===== config.mk =====
export PLATFORM = sky130hd
export DESIGN_NAME = kamus_regfile_flat
export DESIGN_NICKNAME = d
export VERILOG_FILES = /design/src/rtl/kamus_pkg.sv /design/src/rtl/kamus_regfile_if.sv /design/src/rtl/kamus_scoreboard.sv /design/src/rtl/kamus_regfile.sv /design/src/flat_wrapper.sv
export SDC_FILE = /design/constraint.sdc
export NUM_CORES = 2
export LEC_CHECK = 0
export CAP_MARGIN = 20
export CORE_MARGIN = 3
export CORE_UTILIZATION = 49
export DETAILED_ROUTE_END_ITERATION = 7
export GPL_TIMING_DRIVEN = 0
export HOLD_SLACK_MARGIN = 0.12
export PLACE_DENSITY_LB_ADDON = 0.1
export SLEW_MARGIN = 20
export SYNTH_ARGS = -nofsm -noshare
export SYNTH_HDL_FRONTEND = slang
export SYNTH_SLANG_ARGS = --single-unit

===== constraint.sdc =====
create_clock -name clk_i -period 44.5 [get_ports clk_i]
set_clock_uncertainty 0.1 [all_clocks]
set_input_delay 4.45 -clock clk_i [delete_from_list [all_inputs] [get_ports clk_i]]
set_output_delay 4.45 -clock clk_i [all_outputs]
set_load 0.02 [all_outputs]

===== src/rtl/kamus_pkg.sv =====
// kamus_pkg: shared core widths and register-address type
package kamus_pkg;
  localparam int XLEN = 32;
  localparam int NUM_REGS = 32;
  localparam int REG_ADDR_W = 5;
  typedef logic [REG_ADDR_W-1:0] reg_addr_t;
endpackage


===== src/rtl/kamus_regfile_if.sv =====
// kamus_regfile_if: WB write, ID read/issue and flush signals of the register file
interface kamus_regfile_if #(parameter int XLEN = kamus_pkg::XLEN);
  import kamus_pkg::*;
  logic regfile_wr_en;
  reg_addr_t rd_addr;
  logic [XLEN-1:0] wb_data;
  reg_addr_t rs1_addr;
  reg_addr_t rs2_addr;
  logic [XLEN-1:0] rs1_data;
  logic [XLEN-1:0] rs2_data;
  logic iss_valid;
  reg_addr_t iss_rd_addr;
  logic flush;
  logic rs1_busy;
  logic rs2_busy;
  modport master (
    output regfile_wr_en, rd_addr, wb_data, rs1_addr, rs2_addr, iss_valid, iss_rd_addr, flush,
    input rs1_data, rs2_data, rs1_busy, rs2_busy
  );
  modport slave (
    input regfile_wr_en, rd_addr, wb_data, rs1_addr, rs2_addr, iss_valid, iss_rd_addr, flush,
    output rs1_data, rs2_data, rs1_busy, rs2_busy
  );
endinterface


===== src/rtl/kamus_scoreboard.sv =====
// kamus_scoreboard: pending-write bit per register with set/clear/flush and busy lookups
module kamus_scoreboard import kamus_pkg::*; #(
  parameter int NUM_REGS = kamus_pkg::NUM_REGS
) (
  input  logic      clk_i,
  input  logic      rst_i,
  input  logic      wr_en,
  input  reg_addr_t wr_addr,
  input  logic      iss_valid,
  input  reg_addr_t iss_addr,
  input  logic      flush,
  input  reg_addr_t rs1_addr,
  input  reg_addr_t rs2_addr,
  output logic      rs1_busy,
  output logic      rs2_busy
);
  localparam int SPAN = 2 ** REG_ADDR_W;
  logic [NUM_REGS-1:0] pend, pend_nxt;
  logic [SPAN-1:0] pend_ext;
  always_ff @(posedge clk_i or posedge rst_i)
    if (rst_i) pend <= '0;
    else pend <= pend_nxt;
  // a new issue outranks a retiring write to the same rd; x0 never pends
  always_comb begin
    pend_nxt = '0;
    for (int i = 1; i < NUM_REGS; i++)
      pend_nxt[i] = flush ? 1'b0 :
                    (iss_valid && iss_addr == reg_addr_t'(i)) ? 1'b1 :
                    (wr_en && wr_addr == reg_addr_t'(i)) ? 1'b0 : pend[i];
  end
  assign pend_ext = SPAN'(pend);
  assign rs1_busy = pend_ext[rs1_addr] & ~(wr_en && wr_addr == rs1_addr);
  assign rs2_busy = pend_ext[rs2_addr] & ~(wr_en && wr_addr == rs2_addr);
endmodule


===== src/rtl/kamus_regfile.sv =====
// kamus_regfile: integer register file with WB bypass and RAW scoreboard
module kamus_regfile import kamus_pkg::*; #(
  parameter int XLEN = kamus_pkg::XLEN,
  parameter int NUM_REGS = kamus_pkg::NUM_REGS
) (
  input logic clk_i,
  input logic rst_i,
  kamus_regfile_if.slave bus
);
  logic [XLEN-1:0] regs [NUM_REGS];
  logic wr_ok, rs1_zero, rs2_zero;
  assign wr_ok = bus.regfile_wr_en && bus.rd_addr != '0 && 32'(bus.rd_addr) < NUM_REGS;
  always_ff @(posedge clk_i or posedge rst_i)
    if (rst_i) regs <= '{default: '0};
    else if (wr_ok) regs[bus.rd_addr] <= bus.wb_data;
  // reads are forced to zero during reset so the bypass cannot leak wb_data
  assign rs1_zero = rst_i || bus.rs1_addr == '0 || 32'(bus.rs1_addr) >= NUM_REGS;
  assign rs2_zero = rst_i || bus.rs2_addr == '0 || 32'(bus.rs2_addr) >= NUM_REGS;
  assign bus.rs1_data = rs1_zero ? '0 :
                        (bus.regfile_wr_en && bus.rd_addr == bus.rs1_addr) ? bus.wb_data : regs[bus.rs1_addr];
  assign bus.rs2_data = rs2_zero ? '0 :
                        (bus.regfile_wr_en && bus.rd_addr == bus.rs2_addr) ? bus.wb_data : regs[bus.rs2_addr];
  kamus_scoreboard #(.NUM_REGS(NUM_REGS)) u_sb (
    .clk_i    (clk_i),
    .rst_i    (rst_i),
    .wr_en    (bus.regfile_wr_en),
    .wr_addr  (bus.rd_addr),
    .iss_valid(bus.iss_valid),
    .iss_addr (bus.iss_rd_addr),
    .flush    (bus.flush),
    .rs1_addr (bus.rs1_addr),
    .rs2_addr (bus.rs2_addr),
    .rs1_busy (bus.rs1_busy),
    .rs2_busy (bus.rs2_busy)
  );
endmodule


===== src/flat_wrapper.sv =====
// flat-port wrapper written by rule: the top's interface ports become plain ports
module kamus_regfile_flat import kamus_pkg::*;
#(
  parameter int XLEN = kamus_pkg::XLEN,
  parameter int NUM_REGS = kamus_pkg::NUM_REGS
)
  (clk_i, rst_i, bus_regfile_wr_en, bus_rd_addr, bus_wb_data, bus_rs1_addr, bus_rs2_addr, bus_iss_valid, bus_iss_rd_addr, bus_flush, bus_rs1_data, bus_rs2_data, bus_rs1_busy, bus_rs2_busy);
  kamus_regfile_if #(.XLEN(XLEN)) bus_i ();
  input logic clk_i;
  input logic rst_i;
  input wire logic [$bits(bus_i.regfile_wr_en)-1:0] bus_regfile_wr_en;
  input wire logic [$bits(bus_i.rd_addr)-1:0] bus_rd_addr;
  input wire logic [$bits(bus_i.wb_data)-1:0] bus_wb_data;
  input wire logic [$bits(bus_i.rs1_addr)-1:0] bus_rs1_addr;
  input wire logic [$bits(bus_i.rs2_addr)-1:0] bus_rs2_addr;
  input wire logic [$bits(bus_i.iss_valid)-1:0] bus_iss_valid;
  input wire logic [$bits(bus_i.iss_rd_addr)-1:0] bus_iss_rd_addr;
  input wire logic [$bits(bus_i.flush)-1:0] bus_flush;
  output wire logic [$bits(bus_i.rs1_data)-1:0] bus_rs1_data;
  output wire logic [$bits(bus_i.rs2_data)-1:0] bus_rs2_data;
  output wire logic [$bits(bus_i.rs1_busy)-1:0] bus_rs1_busy;
  output wire logic [$bits(bus_i.rs2_busy)-1:0] bus_rs2_busy;
  assign bus_i.regfile_wr_en = bus_regfile_wr_en;
  assign bus_i.rd_addr = bus_rd_addr;
  assign bus_i.wb_data = bus_wb_data;
  assign bus_i.rs1_addr = bus_rs1_addr;
  assign bus_i.rs2_addr = bus_rs2_addr;
  assign bus_i.iss_valid = bus_iss_valid;
  assign bus_i.iss_rd_addr = bus_iss_rd_addr;
  assign bus_i.flush = bus_flush;
  assign bus_rs1_data = bus_i.rs1_data;
  assign bus_rs2_data = bus_i.rs2_data;
  assign bus_rs1_busy = bus_i.rs1_busy;
  assign bus_rs2_busy = bus_i.rs2_busy;
  kamus_regfile #(.XLEN(XLEN), .NUM_REGS(NUM_REGS)) u_core (.clk_i(clk_i), .rst_i(rst_i), .bus(bus_i));
endmodule

# == Yosys cells after proc, flatten, opt, wreduce, memory -nomap -nowiden ==
# Index checks and enable logic that the tools add are counted.
# totals
ram_bits,0
input_bits,57
output_inout_bits,66
ff_bits,1055
romBits,0
elab_cells,352
n_memories,0
latchBits,0
# classes
n_lt_le_gt_ge,6
n_shift,0
eq_ne,64
n_addsub,0
muxes,110
n_div,0
mul,0
reduce_logical,102
bitwise,7
# op_table
operator,n
1024-bit bitwise mux,1
32-bit binary-select mux with 5-bit select,2
32-bit two-way mux,9
32-bit demux with 5-bit select,1
"5-bit == test, second input constant",32
1-bit two-way mux,95
3-bit nonzero test,31
"5-bit by 4-bit == test with 1-bit output, second input constant",16
1-bit logical AND,66
"5-bit by 3-bit == test with 1-bit output, second input constant",8
"5-bit by 2-bit == test with 1-bit output, second input constant",4
"6-bit greater-or-equal comparator, second input constant",3
5-bit inverter with 6-bit output,3
"5-bit by 6-bit less-than comparator with 1-bit output, second input constant",2
1-bit binary-select mux with 5-bit select,2
"5-bit by 1-bit == test with 1-bit output, second input constant",2
5-bit == test,2
5-bit logical NOT,2
"6-bit by 1-bit less-than comparator with 1-bit output, second input constant",1
5-bit nonzero test,1
1-bit AND,2
1-bit logical OR,2
1-bit inverter,2

# == Depth between registers and ports, before layout ==
# logic_depth
word_depth,6
ltp_mapped,9
mapped_depth_nobuf,5

# == By module ==
# From an unflattened synthesis, not the netlist that was laid out.
# hier_totals
hier_cells,4070
hier_area_um2,57164.8
# modules_own_cells
mod,n_inst,seq_area_each_um2,area_each_um2,cells_each
kamus_regfile,1,25624.6,55050.3,3833
kamus_scoreboard,1,775.7,2114.5,237

# == Worst setup path before layout ==
# Ideal clock, no wire load.
# synth_timing
kind,input-to-output
startpoint,input rst_i
endpoint,output bus_rs2_data[0]
t_arrival_ps,30616
setup_slack_ps,9334
path_stages,5
t_required_ps,39950
n_path_buf,1
cell_sequence,inv_1 > nand2_1 > nor2_1 > clkbuf_1 > a211o_1
# synth_via
elab_chain_cells,2
# synth_rtl
element,line_no,source
start: declaration,flat_wrapper.sv:10,input logic rst_i;
1-bit logical OR,kamus_regfile.sv:18,assign rs2_zero = rst_i || bus.rs2_addr == '0 || 32'(bus.rs2_addr) >= NUM_REGS;
32-bit two-way mux,kamus_regfile.sv:21,assign bus.rs2_data = rs2_zero ? '0 :
end: declaration,flat_wrapper.sv:20,output wire logic [$bits(bus_i.rs2_data)-1:0] bus_rs2_data;
# No other way between the ends.

# == Worst setup path in the final report ==
# layout_timing
startpoint,input rst_i
endpoint,output bus_rs2_data[29]
# Same word-level chain as after synthesis.

==> reports/metrics.cfg <==
[final_layout]
most-common-layout-cells=dfrtp_1, mux2_2, mux2i_1
drive_gt1_share_pct=34.5
multi_input_area_sq_um=28700
num-fill-cells=9687
layout_commonest_cell=dfrtp_1
regArea_sq_um=26400
fin_nets=4479
area_growth_syn_to_layout_pct=12.8

[floorplan]
die-area_sq_um=121000
start_util_pct=49.8
io_pins=123
die_x_um=348
rows=124
die_h_um=348
core-area_sq_um=115000

[clock_network]
cts_setup_buffers=0
clk_pin_slew_ns=0.06
post_cts_resized=0
cts_buffers=118
cts_tree=built
cts_buffer_depth=3
cts_hold_buf=0
clk_latency_ns=0.72
clock_sinks=1055
cts-root-buf=clkbuf_16
htree_levels=3

[worst_setup_path]
critPathLaunchType=primary input
cp.required_ns=39.95
arrival_ns=9.94
path_class=in2out
crit_top_cell=buf_16
reg2reg_from=u_core.regs[585]
path_cells=clkdlybuf4s50_1 > inv_8 > buf_16 > buf_16 > buf_16 > buf_16 > nand2_1 > nor2_1 > clkbuf_1 > a211o_1 > clkdlybuf4s50_1
cp_slowest_cell=clkbuf_1
crit_path_start=rst_i
end_kind=output pin
slowest_delay_ns=0.90
path_max_fanout=86

[power]
intPower_mw=2.03
p_sw_share_pct=28.8
clkPwrFrac_pct=35.0
power_density_nw_per_um2=44.1
ir_worst_vdd_v=0.0000330
power_mw=2.85
p_leak_nw=28.6
p_switching_mw=0.822
seqPwrFrac_pct=44.4
comb_power_share_pct=20.6

[logic_synthesis]
seq_area_frac_synth_pct=46.0
netlist_instances=4178
synth_flop_cell=dfrtp_1
syn-num-nets=4235
ys_types=50
syn-cell-area_sq_um=57400
async_flop_share_pct=100
ys_ff_latch=1055
ys_warn_count=0
synth_edf_count=0
synth.avg_cell_area_sq_um=13.7

[routing]
drt-total-wl_mm=223
drcViolationCount=0
ant_nets=0
wl_per_cell_um=36.9
drt_iter0_markers=4756
vias_per_cell=6.92
firstDrtPassIters=6
dr_total_vias=41700

[outcome]
outcome=finished clean

[sta]
worst_pin_slew_ns=1.28
maxSlewViolCount=0
rsz0062_at_grt=false
max_clock_freq_mhz=69.0
maxSlewHeadroom_pct=14.4
fin_tns_setup_ns=0
setup_viol=0
finalCriticalPeriod_ns=14.49
setup_ws_ns=30.01
timing.final.crit_share_pct=32.6
final-hold-violation-count=0

[hold_path]
worstHoldStart=u_core.regs[1004]
hp-class=reg2reg

[grt]
grt.overflow.total=0
antenna_found_initial=4
grt_max_degree=101
grt_pass1_wl_mm=313
grt_pass1_vias=41600
grt_use_total_pct=36.4

[job]
maxCapViolations=0

[placement]
place_congestion=0.998
port_buffers=110
place.detailed.hpwl_mm=154
dp_worst_setup_slack_ns=30.03

[power groups by stage]
stage	combinational, mW	sequential, mW	clock (mW)
after floorplan	0.429	1.24	0
after global placement	0.565	1.27	0
after detailed placement	0.579	1.28	0
after CTS	0.581	1.26	1.01
after global routing	0.621	1.29	1.05
final	0.587	1.27	1.00
[per-layer routing]
metal / share of wire (%) / global-route usage, % / vias up
li1: - / - / 16600
met1: 39 / 47.5 / 22100
met2: 44 / 55.0 / 2308
met3: 9.8 / 9.61 / 663
met4: 6.8 / 21.5 / 6
met5: 0.016 / 0.314 / -
[final cells by class]
type	instances	area share [%]
diodes	1	0.00387
plain buffers	475	3.58
clock buffers	184	5.54
clock inverters	30	0.516
inverters	7	0.0522
multi-input cells	2641	44.3
flip-flops and latches	1055	40.8
well taps	1512	2.92
repair buffers	124	2.27
[through the flow]
stage | utilization (%) | instance area [sq um] | hold slack, ns | std cells
after floorplan | - | 57400 | 0.341 | 4178
after global placement | 52.4 | 60400 | 0.353 | 5800
after detailed placement | 52.7 | 60800 | 0.364 | 5814
after CTS | 56.1 | 64700 | 0.380 | 6028
after global routing | 56.1 | 64700 | 0.396 | 6028
final | 56.1 | 64700 | 0.376 | 6029
[cell families (layout without fill, tap and decap cells)]
group           after synthesis  in the layout  synth area share, %
mux                        1752           1752                 39.4
flops                      1055           1055                 46.0
compound gates              689            689                 8.71
buf+inv                     482            820                 4.03
simple gates                190            190                 1.70
xor+xnor                     10             10                0.153
other cells                   0              1                    0
[critical path: cells and delay by family]
kind	cells	cell delay, ns
and+or+nand+nor	2	1.01
AOI/OAI and AO/OA	1	0.36
buffers and inverters	8	3.97
[cells in the mapped netlist (all sizes together) (2+ instances only)]
master	instances	share of area, %
o22a	31	0.47
nand4b	3	0.046
o21bai	31	0.41
a211o	31	0.47
nor3b	3	0.057
nand2	33	0.22
nand3	10	0.087
o21ai	78	0.68
a22o	31	0.47
nor2b	13	0.14
a221oi	188	2.9
nor2	39	0.26
o211ai	3	0.039
o221ai	4	0.061
nand4	3	0.033
a221o	33	0.58
dfrtp	1055	46
a21oi	172	1.5
nor3	39	0.35
mux2i	450	7.9
inv	6	0.039
mux4	305	12
a21o	2	0.026
a22oi	79	1.0
or3	4	0.044
a32oi	2	0.031
or2	3	0.033
xnor2	10	0.15
clkbuf	247	1.6
buf	228	2.4
mux2	997	20
nand2b	38	0.41
[state kept, by name (all words and copies together) (netlist names)]
register,count
u_core.regs,1024
u_core.u_sb.pend,31
[worst paths after layout]
| check | to | slack (ns) | cells after the start |
|---|---|---|---|
| worst max-delay path | bus_rs2_data[29] | 30.01 | 11 |
| min in group asynchronous | u_core.regs[758] | 4.21 | 2 |
| worst min register to register | u_core.regs[1004] | 0.38 | 1 |
| worst min-delay path | u_core.regs[1004] | 0.38 | 1 |
| worst max register to register | u_core.regs[585] | 43.57 | 1 |
| max in group asynchronous | u_core.regs[779] | 37.36 | 8 |
(Power assumes the default switching activity.)
